`src/rtl/tx_interface_pkg.sv`:
```
// Shared definitions for the UART calculator receive and transmit interfaces.
package tx_interface_pkg;

    localparam logic [7:0] ASCII_ZERO = 8'd48;
    localparam logic [7:0] ASCII_LF   = 8'd10;

    // Common state encoding used by both the rx and tx interface FSMs
    typedef enum logic [2:0] {
        IDLE = 3'd0,
        CONV = 3'd1,
        LOAD = 3'd2,
        WAIT = 3'd3,
        DONE = 3'd4
    } state_t;

    // Map a BCD digit onto its ASCII character
    function automatic logic [7:0] digit_to_ascii(input logic [3:0] digit);
        return ASCII_ZERO + {4'd0, digit};
    endfunction

endpackage

```
`src/rtl/bin2bcd_seq.sv`:
```
// Sequential double-dabble converter: one binary bit per cycle into three BCD digits.
// go loads the value; the following DBIT cycles each perform one add-3/shift step.
// done is high during the final shift cycle, so bcd holds the result from the next cycle on.
module bin2bcd_seq #(
    parameter int DBIT = 8
) (
    input  logic            clk,
    input  logic            reset,
    input  logic            go,
    input  logic [DBIT-1:0] bin,
    output logic            done,
    output logic [11:0]     bcd
);

    logic [DBIT-1:0] bin_reg;
    logic [3:0]      count;
    logic [10:0]     bcd_adj;

    // Add 3 to every digit that is 5 or more before it is doubled; the hundreds digit
    // can never exceed 2 before a shift for values up to 511, so it passes through
    always_comb begin
        bcd_adj = bcd[10:0];
        for (int i = 0; i < 2; i++) begin
            if (bcd[4*i +: 4] >= 4'd5) begin
                bcd_adj[4*i +: 4] = bcd[4*i +: 4] + 4'd3;
            end
        end
    end

    // Load on go, then shift the adjusted digits left pulling in the next binary MSB
    always_ff @(posedge clk or negedge reset) begin
        if (!reset) begin
            bin_reg <= '0;
            bcd     <= '0;
            count   <= '0;
        end else if (go) begin
            bin_reg <= bin;
            bcd     <= '0;
            count   <= 4'(DBIT);
        end else if (count != 4'd0) begin
            bcd     <= {bcd_adj, bin_reg[DBIT-1]};
            bin_reg <= bin_reg << 1;
            count   <= count - 4'd1;
        end
    end

    assign done = (count == 4'd1);

endmodule

```
`src/rtl/tx_interface.sv`:
```
// Return path of the UART calculator: converts the ALU result to three ASCII decimal
// digits (plus optional terminator) and hands them to uart_tx one byte at a time.
module tx_interface
    import tx_interface_pkg::*;
#(
    parameter int         DBIT      = 8,
    parameter bit         SEND_TERM = 1'b1,
    parameter logic [7:0] TERM_CHAR = ASCII_LF
) (
    input  logic            clk,
    input  logic            reset,
    input  logic            start,
    input  logic [DBIT-1:0] result,
    input  logic            tx_done_tick,
    output logic            tx_start,
    output logic [7:0]      din,
    output logic            busy,
    output logic            rd
);

    localparam logic [1:0] LAST_IDX = SEND_TERM ? 2'd3 : 2'd2;

    state_t      state, state_next;
    logic [1:0]  idx, idx_next;
    logic        conv_go;
    logic        conv_done;
    logic [11:0] bcd;

    assign conv_go = (state == IDLE) && start;

    bin2bcd_seq #(.DBIT(DBIT)) u_bin2bcd (
        .clk   (clk),
        .reset (reset),
        .go    (conv_go),
        .bin   (result),
        .done  (conv_done),
        .bcd   (bcd)
    );

    // State and character index registers
    always_ff @(posedge clk or negedge reset) begin
        if (!reset) begin
            state <= IDLE;
            idx   <= 2'd0;
        end else begin
            state <= state_next;
            idx   <= idx_next;
        end
    end

    // Next-state logic: convert, then load/wait per character, then ack the parser
    always_comb begin
        state_next = state;
        idx_next   = idx;
        case (state)
            IDLE: begin
                if (start) begin
                    idx_next   = 2'd0;
                    state_next = CONV;
                end
            end
            CONV: begin
                if (conv_done) begin
                    state_next = LOAD;
                end
            end
            LOAD: begin
                state_next = WAIT;
            end
            WAIT: begin
                if (tx_done_tick) begin
                    if (idx == LAST_IDX) begin
                        state_next = DONE;
                    end else begin
                        idx_next   = idx + 2'd1;
                        state_next = LOAD;
                    end
                end
            end
            DONE: begin
                state_next = IDLE;
            end
            default: begin
                state_next = IDLE;
            end
        endcase
    end

    // Outputs decode straight from the state register; din only carries a character
    // while a byte is being offered or transmitted
    always_comb begin
        tx_start = (state == LOAD);
        busy     = (state != IDLE);
        rd       = (state == DONE);
        din      = 8'd0;
        if (state == LOAD || state == WAIT) begin
            case (idx)
                2'd0:    din = digit_to_ascii(bcd[11:8]);
                2'd1:    din = digit_to_ascii(bcd[7:4]);
                2'd2:    din = digit_to_ascii(bcd[3:0]);
                default: din = TERM_CHAR;
            endcase
        end
    end

endmodule

```
`config.mk`:
```
export PLATFORM = sky130hd
export DESIGN_NAME = tx_interface
export DESIGN_NICKNAME = d
export VERILOG_FILES = /design/src/rtl/tx_interface_pkg.sv /design/src/rtl/bin2bcd_seq.sv /design/src/rtl/tx_interface.sv
export SDC_FILE = /design/constraint.sdc
export NUM_CORES = 1
export LEC_CHECK = 0
export ABC_AREA = 1
export BUFFER_PORTS_ARGS = -buffer_cell sky130_fd_sc_hd__buf_4
export CAP_MARGIN = 15
export CORE_MARGIN = 5
export CORE_UTILIZATION = 40
export DETAILED_ROUTE_END_ITERATION = 10
export GPL_ROUTABILITY_DRIVEN = 0
export HOLD_SLACK_MARGIN = 0.1
export PLACE_DENSITY = 0.59
export REMOVE_ABC_BUFFERS = 1
export SLEW_MARGIN = 20
export SYNTH_ARGS = -nofsm -noshare
export SYNTH_HDL_FRONTEND = slang
export SYNTH_SLANG_ARGS = --single-unit
```
`constraint.sdc`:
```
create_clock -name clk -period 2.02 [get_ports clk]
set_clock_uncertainty 0.15 [all_clocks]
set_input_delay 0.101 -clock clk [delete_from_list [all_inputs] [get_ports clk]]
set_output_delay 0.101 -clock clk [all_outputs]
set_load 0.05 [all_outputs]
```
==> results of run 1 <==
critical path, cell delays in order (launching register included):
cell	delay (ns)
dfrtp_1	0.45
nor2_4	0.18
nand2_1	0.12
nand2_1	0.11
nand2_1	0.09
a31oi_1	0.15
buf_4	0.22
metrics by stage:
stage                     worst slack, ns  utilization
after floorplan                    0.1340            -
after global placement             0.3852       0.4466
after detailed placement           0.3659       0.4466
after CTS                          0.1351       0.4912
after global routing              0.01654       0.4912
final                              0.1700       0.4912
worst paths after layout:
kind                       depth (start not counted)  slack (ns)                        startpoint                                to
setup / recovery                                   6        0.17              state[0]$_DFFE_PN0P_                            din[0]
hold / removal                                     2        0.13                             reset              state[0]$_DFFE_PN0P_
setup reg to reg                                   9        0.35      u_bin2bcd.bcd[4]$_DFFE_PN0P_      u_bin2bcd.bcd[8]$_DFFE_PN0P_
hold reg to reg                                    2        0.33  u_bin2bcd.bin_reg[1]$_DFFE_PN0P_  u_bin2bcd.bin_reg[1]$_DFFE_PN0P_
max in group asynchronous                          2        1.31                             reset  u_bin2bcd.bin_reg[6]$_DFFE_PN0P_
min in group clk                                   2        0.33  u_bin2bcd.bin_reg[1]$_DFFE_PN0P_  u_bin2bcd.bin_reg[1]$_DFFE_PN0P_
metal layers:
layer | GRT usage | share of wire | up-vias
met5 | 0 | 0 | -
met4 | 0.05243 | 0.015 | 0
met3 | 0.04354 | 0.045 | 5
met2 | 0.2148 | 0.46 | 23
met1 | 0.1883 | 0.48 | 673
li1 | - | - | 786
power by group through the flow:
stage	Sequential, mW	Combinational, mW	Clock [mW]
after floorplan	1.01	1.42	0
after global routing	1.10	2.08	0.502
after CTS	1.06	1.85	0.472
final	1.06	1.82	0.453
after detailed placement	1.07	1.83	0
after global placement	1.06	1.80	0
cells by family (layout without fill, tap and decap cells):
| logic type | count (synthesis) | after routing |
|---|---|---|
| buffers and inverters | 40 | 74 |
| and+or+nand+nor | 126 | 126 |
| AOI/OAI and AO/OA | 24 | 24 |
| adders and majority gates | 11 | 11 |
| DFF | 29 | 29 |
| other | 1 | 2 |
cell usage after synthesis:
master and count:
a21oi_1 3, a31oi_1 4, buf_4 3, buf_6 2, conb_1 1, dfrtp_1 29, ha_1 11, inv_1 33
inv_2 1, inv_4 1, nand2_1 84, nand2_4 2, nand3_1 23, nand3_4 1, nor2_1 9, nor2_2 1
nor2_4 1, nor3_1 2, nor3b_1 1, o211ai_1 1, o21ai_0 12, o22ai_1 4, or2_2 2
cell type report:
type                       count  area share
multi-input combinational    163      0.3961
sequential                    29      0.3465
timing repair buffer          31      0.1243
inverter                      35     0.06392
clock buffer                   8     0.03823
tap                           52     0.03106
==> run_results.csv, run 1 <==
group,metric,value,unit
global_routing,grt-ovfl-total,0,
finish,final_common_cell,"nand2_1",
logic_synthesis,ys_top_cells_by_area,"dfrtp_1 (42%), nand2_1 (18%), ha_1 (8.0%)",
finish,largest_reg_flops,12,
logic_synthesis,synth_compound_area_frac,0.07664,
logic_synthesis,synth_top_family_by_area,"simple AND/OR/NAND/NOR gates",
logic_synthesis,synthMuxAreaShare,0,
drt,drc,0,
finish,nets,288,
drt,post_drt_wl_per_cell,11.42,um
logic_synthesis,seq_area_frac_synth,0.4194,
sta,slew_viol_final,0,
sta,hold_viol,0,
power_and_ir_drop,vdd_drop_max,572.7,uV
logic_synthesis,synth_area,0.001730,mm^2
drt,wl,3632,um
floorplanning,core,0.004264,mm^2
finish,fin_cells,318,
clock_network,cts_num_sinks,29,
worst_setup_path,path_class,"flip-flop to primary output",
clock_network,cts_resized,0,
worst_setup_path,arrival,1.60,ns
run_status,status,"completed",
drt,routed-via-count,1487,
power_and_ir_drop,leakage,1.111,nW
floorplanning,rows,24,
sta,setup_viol_count_final,0,
finish,syn2layout_area_growth,21.04,%
finish,regArea,725.7,um^2
power_and_ir_drop,finalPower,3.337,mW
power_and_ir_drop,powerDensity,1593,mW/mm^2
finish,diodes,0,
global_routing,grt_antenna_before_repair,0,
worst_setup_path,cp_max_fo,5,
logic_synthesis,synth_warnings,0,
clock_network,clkLatencyLatePin,0.28,ns
placement,dp_hpwl,2548,um
power_and_ir_drop,swShare,0.4915,
worst_setup_path,cp-start-kind,"flip-flop",
power_and_ir_drop,combPwrFrac,0.547,
logic_synthesis,synth-xor-area-share,0,
logic_synthesis,avgSynthCellArea,7.491,um^2
hold_path,hold_class,"input port to async pin",
sta,whs,0.1301,ns
sta,rsz0062_at_grt,"no",
global_routing,grt_pass1_wl,6196,um
clock_network,path_clk_slew,0.06,ns
sta,tns,0,ns
logic_synthesis,synthSimpleGateAreaFrac,0.3189,
sta,max_freq,540.5,MHz
worst_setup_path,crit_path_end_kind,"primary output",
clock_network,cts_hold_buf,11,
clock_network,cts-root-to-sink-buffers,2,
logic_synthesis,synth_seq_cells,29,
global_routing,track_usage,0.1411,
job,cap_viol_max_count,0,
placement,place_inst,299,
power_and_ir_drop,p_sw,1.640,mW
sta,timing.final.crit_share,0.9159,
finish,nFillCells,453,
finish,drive_gt1_frac,0.1278,
floorplanning,start_util,0.4058,
floorplanning,die_w,75.77,um
drt,drtIter0Drc,107,
drt,via_per_inst,4.676,
finish,multi_input_area,829.5,um^2
power_and_ir_drop,seqPwrFrac,0.318,
power_and_ir_drop,clock_power_share,0.136,
clock_network,cts_tree,"done",
clock_network,htreeDepth,2,
drt,first_pass_iters,4,
logic_synthesis,syn_inst,231,
floorplanning,die_area,0.005741,mm^2
logic_synthesis,synthDominantCellAreaShare,0.4194,
global_routing,first_global_vias,1379,
drt,ant_nets,0,
floorplanning,io_pins,23,
clock_network,cts_made_buffers,5,
logic_synthesis,ys_types,23,
placement,place_area,0.001904,mm^2
logic_synthesis,yosys.area.top_type,"dfrtp_1",
power_and_ir_drop,intPower,1.697,mW
clock_network,cts_root_buffer,"clkbuf_8",
finish,design_area,0.002095,mm^2
worst_setup_path,worstPathRequired,1.77,ns
floorplanning,die_h,75.77,um
finish,mostFrequentLayoutCells,"nand2_1 (84), inv_1 (33), dfrtp_1 (29)",
sta,post-route-min-period,1.850,ns
clock_network,postCtsSetupBuffers,0,
placement,placement.io_buffers,20,
global_routing,grt_max_degree,30,
logic_synthesis,synthAdderAreaFrac,0.07954,
No activity file was read; power rests on OpenSTA's default activity.
==> run 2: changes to the inputs <==
==> constraint.sdc (replaced) <==
create_clock -name clk -period 2.38 [get_ports clk]
set_clock_uncertainty 0.15 [all_clocks]
set_input_delay 0.119 -clock clk [delete_from_list [all_inputs] [get_ports clk]]
set_output_delay 0.119 -clock clk [all_outputs]
set_load 0.05 [all_outputs]
==> run_results.csv, run 2 (same netlist as run 1, synthesis figures left out) <==
group,metric,value,unit
sta,timing.final.crit_share,0.7852,
sta,setup_viol_count_final,0,
worst_setup_path,r2r_end,"u_bin2bcd.bcd[8]$_DFFE_PN0P_",
power_and_ir_drop,powerDensity,1352,mW/mm^2
power_and_ir_drop,intPower,1.461,mW
drt,post_drt_wl_per_cell,11.24,um
floorplanning,rows,24,
floorplanning,die_area,0.005741,mm^2
global_routing,first_global_vias,1442,
sta,max_freq,535.1,MHz
global_routing,grt-ovfl-total,0,
sta,hold_viol,0,
worst_setup_path,crit_path_end_kind,"primary output",
sta,worst_slack,0.5112,ns
power_and_ir_drop,vdd_drop_max,509.8,uV
worst_setup_path,r2r-start,"u_bin2bcd.bcd[4]$_DFFE_PN0P_",
clock_network,cts_made_buffers,5,
power_and_ir_drop,p_sw,1.379,mW
drt,wl,3564,um
power_and_ir_drop,leakage,1.116,nW
power_and_ir_drop,swShare,0.4856,
placement,dp_hpwl,2441,um
finish,mostFrequentLayoutCells,"nand2_1 (84), inv_1 (33), dfrtp_1 (29)",
floorplanning,core,0.004264,mm^2
worst_setup_path,cp_max_fo,5,
worst_setup_path,r2r.worst_path.cells,9,
drt,routed-via-count,1515,
worst_setup_path,path_class,"flip-flop to primary output",
global_routing,grt_max_degree,30,
clock_network,clkLatencyLatePin,0.28,ns
power_and_ir_drop,finalPower,2.840,mW
floorplanning,io_pins,23,
clock_network,cts_num_sinks,29,
power_and_ir_drop,clock_power_share,0.141,
drt,drc,0,
power_and_ir_drop,combPwrFrac,0.543,
clock_network,path_clk_slew,0.06,ns
clock_network,cts-root-to-sink-buffers,2,
drt,ant_nets,0,
worst_setup_path,worstPathRequired,2.11,ns
finish,largest_reg_flops,12,
clock_network,postCtsSetupBuffers,0,
finish,drive_gt1_frac,0.1321,
worst_setup_path,ff2ff_setup_slack,0.72,ns
worst_setup_path,arrival,1.60,ns
clock_network,cts_tree,"done",
clock_network,cts_resized,0,
clock_network,htreeDepth,2,
global_routing,grt_pass1_wl,6306,um
hold_path,hold_class,"input port to async pin",
finish,diodes,0,
worst_setup_path,cp-start-kind,"flip-flop",
floorplanning,die_w,75.77,um
floorplanning,start_util,0.4058,
sta,tns,0,ns
sta,post-route-min-period,1.869,ns
run_status,status,"completed",
placement,dp_slack,0.7279,ns
clock_network,cts_root_buffer,"clkbuf_8",
finish,nets,288,
drt,via_per_inst,4.779,
sta,slew_viol_final,0,
placement,placement.io_buffers,20,
global_routing,grt_antenna_before_repair,0,
global_routing,track_usage,0.1462,
sta,rsz0062_at_grt,"no",
drt,first_pass_iters,4,
floorplanning,die_h,75.77,um
drt,drtIter0Drc,58,
job,cap_viol_max_count,0,
finish,syn2layout_area_growth,21.40,%
power_and_ir_drop,seqPwrFrac,0.316,
finish,final_common_cell,"nand2_1",
## run 2: changes by cell type in the layout (fill, tap and decap cells not counted)
| cell | delta |
|---|---|
| clkbuf_1 | -2 |
| clkbuf_8 | +1 |
## run 2: worst max path at each step
stage | startpoint | to | slack [ns] | depth (start not counted)
CTS | state[0]$_DFFE_PN0P_ | din[2] | 0.48 | 6
finish | state[0]$_DFFE_PN0P_ | din[2] | 0.51 | 6
detailed placement | u_bin2bcd.bcd[4]$_DFFE_PN0P_ | u_bin2bcd.bcd[8]$_DFFE_PN0P_ | 0.73 | 9
global placement | u_bin2bcd.bcd[4]$_DFFE_PN0P_ | u_bin2bcd.bcd[8]$_DFFE_PN0P_ | 0.76 | 9
floorplan | state[2]$_DFFE_PN0P_ | din[0] | 0.48 | 5
global route | state[0]$_DFFE_PN0P_ | din[0] | 0.36 | 6
## run 2: stage by stage
| stage | area [um^2] | util | hold slack [ns] | cells |
|---|---|---|---|---|
| finish | 2101 | 0.4927 | 0.1504 | 317 |
| global route | 2101 | 0.4927 | 0.2020 | 317 |
| CTS | 2101 | 0.4927 | 0.1608 | 317 |
| detailed placement | 1904 | 0.4466 | -0.07574 | 299 |
| global placement | 1904 | 0.4466 | -0.07374 | 299 |
| floorplan | 1689 | - | -0.3266 | 227 |
## run 2: area by class of cell
| type | count | area (um^2) |
|---|---|---|
| sequential | 29 | 725.7 |
| tap | 52 | 65.06 |
| fill | 428 | 2163 |
| inverter | 35 | 133.9 |
| timing repair buffer | 31 | 260.3 |
| clock buffer | 7 | 86.33 |
| multi-input combinational | 163 | 829.5 |
## run 2: metal layers
layer  part of all wire  GRT usage  up-vias  wire [um]
met2               0.46     0.2262       29       1651
met4              0.017    0.05825        0         62
met5                  0          0        -          0
met1               0.47     0.1911      690       1686
met3              0.046    0.04354        7        164
li1                   -          -      789          -
## run 2: worst max-delay path, stage by stage, from the launching register on
cell	delay, ns
dfrtp_1	0.45
nor2_4	0.18
nand2_1	0.12
nand2_1	0.11
nand2_1	0.09
a31oi_1	0.15
buf_4	0.22
## run 2: power by group through the flow
stage	logic (mW)	clock network, mW	registers (mW)
finish	1.54	0.401	0.897
global route	1.77	0.446	0.930
CTS	1.56	0.422	0.897
detailed placement	1.54	0	0.902
global placement	1.53	0	0.906
floorplan	1.20	0	0.854
## run 2: timing repair
| action | in CTS | in global routing |
|---|---|---|
| setup endpoints to repair | 0 | 0 |
| endpoints found under the hold margin | 40 | 0 |
| hold buffers | 11 | 0 |
